$ cat src/rtl/datapath_pkg.sv
// datapath_pkg
//   Shared datapath definitions for the decode and execute/writeback stages.
//   DATA_W   : register/operand width.
//   alu_op_e : 3-bit ALU operation encoding carried in ALUOp2.
package datapath_pkg;

  localparam int DATA_W = 32;

  typedef enum logic [2:0] {
    ALU_MOV  = 3'b000,
    ALU_NOT  = 3'b001,
    ALU_ADD  = 3'b010,
    ALU_SUB  = 3'b011,
    ALU_OR   = 3'b100,
    ALU_AND  = 3'b101,
    ALU_SLT  = 3'b110,
    ALU_SLTU = 3'b111
  } alu_op_e;

endpackage

$ cat src/rtl/alu32.sv
// alu32
//   Purely combinational 32-bit ALU.
//   a, b : operands (DATA_W)
//   op   : operation (alu_op_e)
//   y    : result (DATA_W); ADD/SUB wrap, SLT/SLTU return 0 or 1.
module alu32
  import datapath_pkg::*;
(
  input  logic [DATA_W-1:0] a,
  input  logic [DATA_W-1:0] b,
  input  alu_op_e           op,
  output logic [DATA_W-1:0] y
);

  always_comb begin
    y = '0;
    case (op)
      ALU_MOV:  y = a;
      ALU_NOT:  y = ~a;
      ALU_ADD:  y = a + b;
      ALU_SUB:  y = a - b;
      ALU_OR:   y = a | b;
      ALU_AND:  y = a & b;
      ALU_SLT:  y = {{(DATA_W-1){1'b0}}, ($signed(a) < $signed(b))};
      ALU_SLTU: y = {{(DATA_W-1){1'b0}}, (a < b)};
      default:  y = '0;
    endcase
  end

endmodule

$ cat src/rtl/exec_writeback_stage.sv
// exec_writeback_stage
//   Stage 3 of the pipeline: runs the ALU on the stage-2 operand bundle and
//   registers the result as the register-file write port. Also provides the
//   forwarding path back to decode and a count of retired register writes.
//   Inputs : clk, rst (sync, active-high), s2_valid, stall, flush,
//            S2_RD1/S2_RD2/Imm2, Data_S2 (B = Imm2 when 1), ALUOp2,
//            S2_WriteEnable/S2_WriteSelect, src1_sel/src2_sel (decode sources).
//   Outputs: S3_ALUOut/S3_WriteEnable/S3_WriteSelect/S3_valid (write port),
//            fwd_hit1/fwd_hit2/fwd_data (forwarding), retire_count.
module exec_writeback_stage
  import datapath_pkg::*;
#(
  parameter int CNT_W = 16
) (
  input  logic              clk,
  input  logic              rst,
  input  logic              s2_valid,
  input  logic              stall,
  input  logic              flush,
  input  logic [DATA_W-1:0] S2_RD1,
  input  logic [DATA_W-1:0] S2_RD2,
  input  logic [DATA_W-1:0] Imm2,
  input  logic              Data_S2,
  input  logic [2:0]        ALUOp2,
  input  logic              S2_WriteEnable,
  input  logic [4:0]        S2_WriteSelect,
  input  logic [4:0]        src1_sel,
  input  logic [4:0]        src2_sel,
  output logic [DATA_W-1:0] S3_ALUOut,
  output logic              S3_WriteEnable,
  output logic [4:0]        S3_WriteSelect,
  output logic              S3_valid,
  output logic              fwd_hit1,
  output logic              fwd_hit2,
  output logic [DATA_W-1:0] fwd_data,
  output logic [CNT_W-1:0]  retire_count
);

  logic [DATA_W-1:0] alu_b;
  logic [DATA_W-1:0] alu_y;
  logic              load_we;

  logic [DATA_W-1:0] alu_out_d, alu_out_q;
  logic              we_d, we_q;
  logic [4:0]        ws_d, ws_q;
  logic              valid_d, valid_q;
  logic [CNT_W-1:0]  retire_d, retire_q;

  assign alu_b = Data_S2 ? Imm2 : S2_RD2;

  alu32 u_alu (
    .a  (S2_RD1),
    .b  (alu_b),
    .op (alu_op_e'(ALUOp2)),
    .y  (alu_y)
  );

  // Register 0 is hardwired, so a write to it is never enabled or counted.
  assign load_we = s2_valid & S2_WriteEnable & (S2_WriteSelect != 5'd0);

  // Priority: rst > flush > stall > load.
  always_comb begin
    alu_out_d = alu_out_q;
    we_d      = we_q;
    ws_d      = ws_q;
    valid_d   = valid_q;
    retire_d  = retire_q;
    if (rst) begin
      alu_out_d = '0;
      we_d      = 1'b0;
      ws_d      = '0;
      valid_d   = 1'b0;
      retire_d  = '0;
    end else if (flush) begin
      alu_out_d = '0;
      we_d      = 1'b0;
      ws_d      = '0;
      valid_d   = 1'b0;
    end else if (!stall) begin
      alu_out_d = alu_y;
      we_d      = load_we;
      ws_d      = S2_WriteSelect;
      valid_d   = s2_valid;
      if (load_we) retire_d = retire_q + {{(CNT_W-1){1'b0}}, 1'b1};
    end
  end

  always_ff @(posedge clk) begin
    alu_out_q <= alu_out_d;
    we_q      <= we_d;
    ws_q      <= ws_d;
    valid_q   <= valid_d;
    retire_q  <= retire_d;
  end

  assign S3_ALUOut      = alu_out_q;
  assign S3_WriteEnable = we_q;
  assign S3_WriteSelect = ws_q;
  assign S3_valid       = valid_q;
  assign retire_count   = retire_q;

  // Forwarding compares the registered S3 destination against decode's
  // sources in the same cycle, so a dependent consumer needs no bubble.
  assign fwd_hit1 = valid_q & we_q & (ws_q == src1_sel) & (src1_sel != 5'd0);
  assign fwd_hit2 = valid_q & we_q & (ws_q == src2_sel) & (src2_sel != 5'd0);
  assign fwd_data = alu_out_q;

endmodule

$ cat config.mk
export PLATFORM = sky130hd
export DESIGN_NAME = exec_writeback_stage
export DESIGN_NICKNAME = d
export VERILOG_FILES = /design/src/rtl/datapath_pkg.sv /design/src/rtl/alu32.sv /design/src/rtl/exec_writeback_stage.sv
export SDC_FILE = /design/constraint.sdc
export NUM_CORES = 1
export LEC_CHECK = 0
export ABC_AREA = 1
export BUFFER_PORTS_ARGS = -buffer_cell sky130_fd_sc_hd__buf_2
export CORE_ASPECT_RATIO = 2
export CORE_MARGIN = 1
export CORE_UTILIZATION = 52
export DETAILED_ROUTE_END_ITERATION = 16
export GPL_TIMING_DRIVEN = 1
export HOLD_SLACK_MARGIN = 0.06
export PLACE_DENSITY_LB_ADDON = 0.15
export SLEW_MARGIN = 40
export SYNTH_ARGS = -nofsm -noshare
export SYNTH_HDL_FRONTEND = slang
export SYNTH_HIERARCHICAL = 1
export SYNTH_SLANG_ARGS = --single-unit
$ cat constraint.sdc
create_clock -name clk -period 2.7 [get_ports clk]
set_input_delay 0.27 -clock clk [delete_from_list [all_inputs] [get_ports clk]]
set_output_delay 0.27 -clock clk [all_outputs]
set_load 0.05 [all_outputs]
==> flow_metrics.env, run 1 <==
export IMPL_firstError="[ERROR GRT-0116] Global routing finished with congestion. Check the congestion regions in the DRC Viewer."
export IMPL_synthMuxAreaShare=0.0365
export IMPL_clock_path_buffers=2
export IMPL_synth_edf_count=0
export IMPL_ios=210
export IMPL_synth_top_family_by_area="simple AND/OR/NAND/NOR gates"
export IMPL_hpwlAfterDp_um=39000
export IMPL_ys_top_cells_by_area="nand2_1, ha_1, inv_1, dfxtp_1, nor2_1"
export IMPL_synth_top_area_frac=0.218
export IMPL_ys_ff_latch=55
export IMPL_track_usage=0.537
export IMPL_yosysTopAreaCell="nand2_1"
export IMPL_gr_total_overflow=10
export IMPL_cts_sinks=55
export IMPL_root_buffer="clkbuf_16"
export IMPL_die_h_um=197
export IMPL_lastStage="global routing (5_1_grt)"
export IMPL_synth_area_um2=9880
export IMPL_start_util=0.527
export IMPL_grt_pass1_wl_um=77500
export IMPL_gp_congestion=1.10
export IMPL_place_worst_setup_slack_ps=-393
export IMPL_row_count=71
export IMPL_synth_net_count=1995
export IMPL_synth_compound_area_frac=0.108
export IMPL_yosysWarnings=6
export IMPL_syn_instance_count=1766
export IMPL_syn_area_per_cell_um2=5.59
export IMPL_synth_flop_cell="dfxtp_1"
export IMPL_port_buffers=209
export IMPL_grt_pass1_vias=13627
export IMPL_async_flop_share=0
export IMPL_numCtsBuffers=5
export IMPL_synth_common_cells="nand2_1, inv_1, nor2_1"
export IMPL_ys_seq_area_frac=0.111
export IMPL_synth_most_common_cell="nand2_1"
export IMPL_status="aborted with a tool error"
export IMPL_grt_max_degree=45
export IMPL_yosys_area_share_adder=0.138
export IMPL_die_x_um=99.5
export IMPL_yosysUniqueCellTypes=45
export IMPL_h_tree_depth=2
export IMPL_synthSimpleGateAreaFrac=0.414
export IMPL_synth_xor_area_frac=0.00621
export IMPL_post_dp_cell_area_um2=12500
stage by stage:
step,utilization,cells
2_1_floorplan,-,1766
3_3_place_gp,0.668,2378
3_5_place_dp,0.668,2378
4_1_cts,0.678,2387
what timing repair did:
item / in CTS
gates resized for setup: 14
hold buffers: 0
setup buffers: 1
setup endpoints to repair: 9
metal layers:
| metal | overflow | track usage |
|---|---|---|
| met1 | 0 | 0.466 |
| met2 | 4 | 0.858 |
| met3 | 0 | 0.211 |
| met4 | 6 | 0.645 |
| met5 | 0 | 0 |
kinds of logic after synthesis:
logic type,Yosys count
flip-flops,55
AO/OA/AOI/OAI,177
adder cells (fa/ha/maj),108
AND/OR/NAND/NOR,967
XOR/XNOR,7
multiplexers,32
buffers and inverters,420
==> run 2, diff against run 1 <==
--- a/config.mk
+++ b/config.mk
@@ -7,12 +7,10 @@
 export LEC_CHECK = 0
 export ABC_AREA = 1
 export BUFFER_PORTS_ARGS = -buffer_cell sky130_fd_sc_hd__buf_2
-export CORE_ASPECT_RATIO = 2
 export CORE_MARGIN = 1
-export CORE_UTILIZATION = 52
+export CORE_UTILIZATION = 40
 export DETAILED_ROUTE_END_ITERATION = 16
 export GPL_TIMING_DRIVEN = 1
-export HOLD_SLACK_MARGIN = 0.06
 export PLACE_DENSITY_LB_ADDON = 0.15
 export SLEW_MARGIN = 40
 export SYNTH_ARGS = -nofsm -noshare
==> constraint.sdc (replaced) <==
create_clock -name clk -period 3.5 [get_ports clk]
set_input_delay 0.35 -clock clk [delete_from_list [all_inputs] [get_ports clk]]
set_output_delay 0.35 -clock clk [all_outputs]
set_load 0.05 [all_outputs]
==> flow_metrics.env, run 2 <==
export IMPL_maxSlewHeadroom=0.492
export IMPL_clock_path_buffers=2
export IMPL_drcViolationCount=0
export IMPL_synth_most_common_cell="nand2_1"
export IMPL_ys_ff_latch=55
export IMPL_first_pass_iters=7
export IMPL_synth_flop_cell="dfxtp_1"
export IMPL_r2r_slack_ps=1880
export IMPL_grt_max_degree=46
export IMPL_port_buffers=209
export IMPL_start_util=0.407
export IMPL_multi_input_area_um2=6950
export IMPL_drtIter0Drc=958
export IMPL_finalCritPeriodShare=0.931
export IMPL_track_usage=0.319
export IMPL_viasPerCell=5.20
export IMPL_critical_path_max_stage_delay_ps=400
export IMPL_mostFrequentLayoutCells="nand2_1, inv_1, buf_2"
export IMPL_nNetsFinal=2139
export IMPL_cp_cell_sequence="buf_2 -> buf_12 -> mux2_2 -> inv_1 -> ha_1 -> buf_4 -> nor2_1 -> nand2_1 -> nor3_1 -> nand3_1 -> nand3_1 -> nand2_1 -> nand3_1 -> nand4_1 -> nand2_1 -> a21oi_1"
export IMPL_post_dp_cell_area_um2=10900
export IMPL_grt_pass1_wl_um=62700
export IMPL_min_path_type="input port to flop"
export IMPL_cts_setup_buffers=0
export IMPL_place_worst_setup_slack_ps=20.4
export IMPL_seqCellArea_um2=1100
export IMPL_yosysTopAreaCell="nand2_1"
export IMPL_final_area_um2=11100
export IMPL_yosysWarnings=6
export IMPL_gr_total_overflow=0
export IMPL_maxSlewViolCount=0
export IMPL_async_flop_share=0
export IMPL_finish_utilization=0.457
export IMPL_grt_setup_unrepaired="no"
export IMPL_wl_met2_um=18600
export IMPL_irDropWorstVdd_uv=190
export IMPL_area_delta_synth_final_pct=12.2
export IMPL_crit_fanout=16
export IMPL_slowest_stage="nor3_1"
export IMPL_p_per_area_nw_per_um2=264
export IMPL_r2r_worst_path_cells=8
export IMPL_drv_cap=0
export IMPL_cts_sinks=55
export IMPL_ant_nets=0
export IMPL_end_kind="flop"
export IMPL_ctsResizeCount=0
export IMPL_worst_setup_path_type="input port to flop"
export IMPL_largest_reg_flops=32
export IMPL_startpoint_type="input port"
export IMPL_worst_pin_slew_ps=762
export IMPL_wire_per_inst_um=18.2
export IMPL_fp_coreArea_um2=24200
export IMPL_synth_top_area_frac=0.218
export IMPL_arrival_ps=3450
export IMPL_ys_top_cells_by_area="nand2_1, ha_1, inv_1, dfxtp_1, nor2_1"
export IMPL_fill_cells=2755
export IMPL_synth_area_um2=9880
export IMPL_numCtsBuffers=5
export IMPL_finalHoldViolCount=0
export IMPL_die_x_um=159
export IMPL_grt_pass1_vias=11097
export IMPL_syn_instance_count=1766
export IMPL_wl_um=40600
export IMPL_p_leak_nw=6.36
export IMPL_clk_pin_slew_ps=90
export IMPL_worstPathRequired_ps=3690
export IMPL_ios=210
export IMPL_syn_area_per_cell_um2=5.59
export IMPL_dr_max_layer_used="met4"
export IMPL_synth_edf_count=0
export IMPL_synth_common_cells="nand2_1, inv_1, nor2_1"
export IMPL_yosysUniqueCellTypes=45
export IMPL_die_h_um=159
export IMPL_antenna_found_initial=1
export IMPL_rr_endpoint="retire_count[8]"
export IMPL_hold_depth=2
export IMPL_r2r_start="retire_count[1]"
export IMPL_finClkSkew_ps=7.22
export IMPL_status="finished clean"
export IMPL_gp_congestion=1.00
export IMPL_setup_slack_ps=242
export IMPL_dr_wl_met3_um=2590
export IMPL_mostFrequentLayoutCell="nand2_1"
export IMPL_root_buffer="clkbuf_16"
export IMPL_clk_latency_ps=310
export IMPL_wl_met1_um=18500
export IMPL_hold_buffers=0
export IMPL_cts_tree="built"
export IMPL_hp_start="rst"
export IMPL_row_count=57
export IMPL_dieArea_um2=25300
export IMPL_stdcell_count=2236
export IMPL_setup_viol=0
export IMPL_h_tree_depth=2
export IMPL_hpwlAfterDp_um=33500
export IMPL_layout_min_cycle_time_ps=3260
export IMPL_ys_seq_area_frac=0.111
export IMPL_vias=11634
export IMPL_whs_endpoint="retire_count[4]"
export IMPL_drive_above_1_share=0.168
export IMPL_max_freq_mhz=307
export IMPL_synth_net_count=1995
export IMPL_place_inst=2227
[run 2: cell counts after synthesis]
No cell type changed its count.
[run 2: worst max path at each step]
stage,cells after the start,startpoint,end
floorplan,18,Data_S2,S3_ALUOut[0]
global route,16,Data_S2,S3_ALUOut[24]
global placement,16,Data_S2,S3_ALUOut[24]
CTS,16,Data_S2,S3_ALUOut[24]
detailed placement,16,Data_S2,S3_ALUOut[24]
finish,16,Data_S2,S3_ALUOut[24]
[run 2: cell type report]
class,count,share of cell area
clock inverter,3,0.00248
sequential,55,0.0994
timing repair buffer,227,0.110
antenna,1,0.000226
tap,324,0.0366
inverter,330,0.112
multi-input combinational,1291,0.628
clock buffer,5,0.0113
[run 2: cells by family (layout without fill, tap and decap cells)]
kind of cell | after synthesis | after routing | synth area share
simple gates | 967 | 967 | 0.414
buf+inv | 420 | 565 | 0.185
compound gates | 177 | 177 | 0.108
fa+ha+maj | 108 | 108 | 0.138
flops | 55 | 55 | 0.111
mux | 32 | 32 | 0.0365
xor+xnor | 7 | 7 | 0.00621
other cells | 0 | 1 | 0
[run 2: where the power goes]
| group | switching (W) | total [W] | internal, W |
|---|---|---|---|
| logic | 0.00118 | 0.00169 | 0.000515 |
| registers | 0.0000201 | 0.000663 | 0.000643 |
| clock network | 0.000298 | 0.000572 | 0.000274 |
[run 2: worst max-delay path, delay by kind of cell]
kind | cells | cell delay, ps
buffers and inverters | 4 | 650
AND/OR/NAND/NOR | 9 | 1670
AO/OA/AOI/OAI | 1 | 60
multiplexers | 1 | 370
adder cells (fa/ha/maj) | 1 | 330
[run 2: metrics by stage]
stage,hold slack [ps],power (W),TNS (ps)
detailed placement,469,0.00233,0
global placement,462,0.00233,-136
CTS,207,0.00291,0
floorplan,419,0.00183,0
global route,229,0.00313,0
finish,218,0.00293,0
[run 2: per-layer routing]
metal  global-route usage  vias up
met2                0.544      452
met1                0.424     5374
li1                     -     5753
met4               0.0887        0
met5                    0        -
met3               0.0365       55
Note: power is estimated with default switching activity, not from simulation.
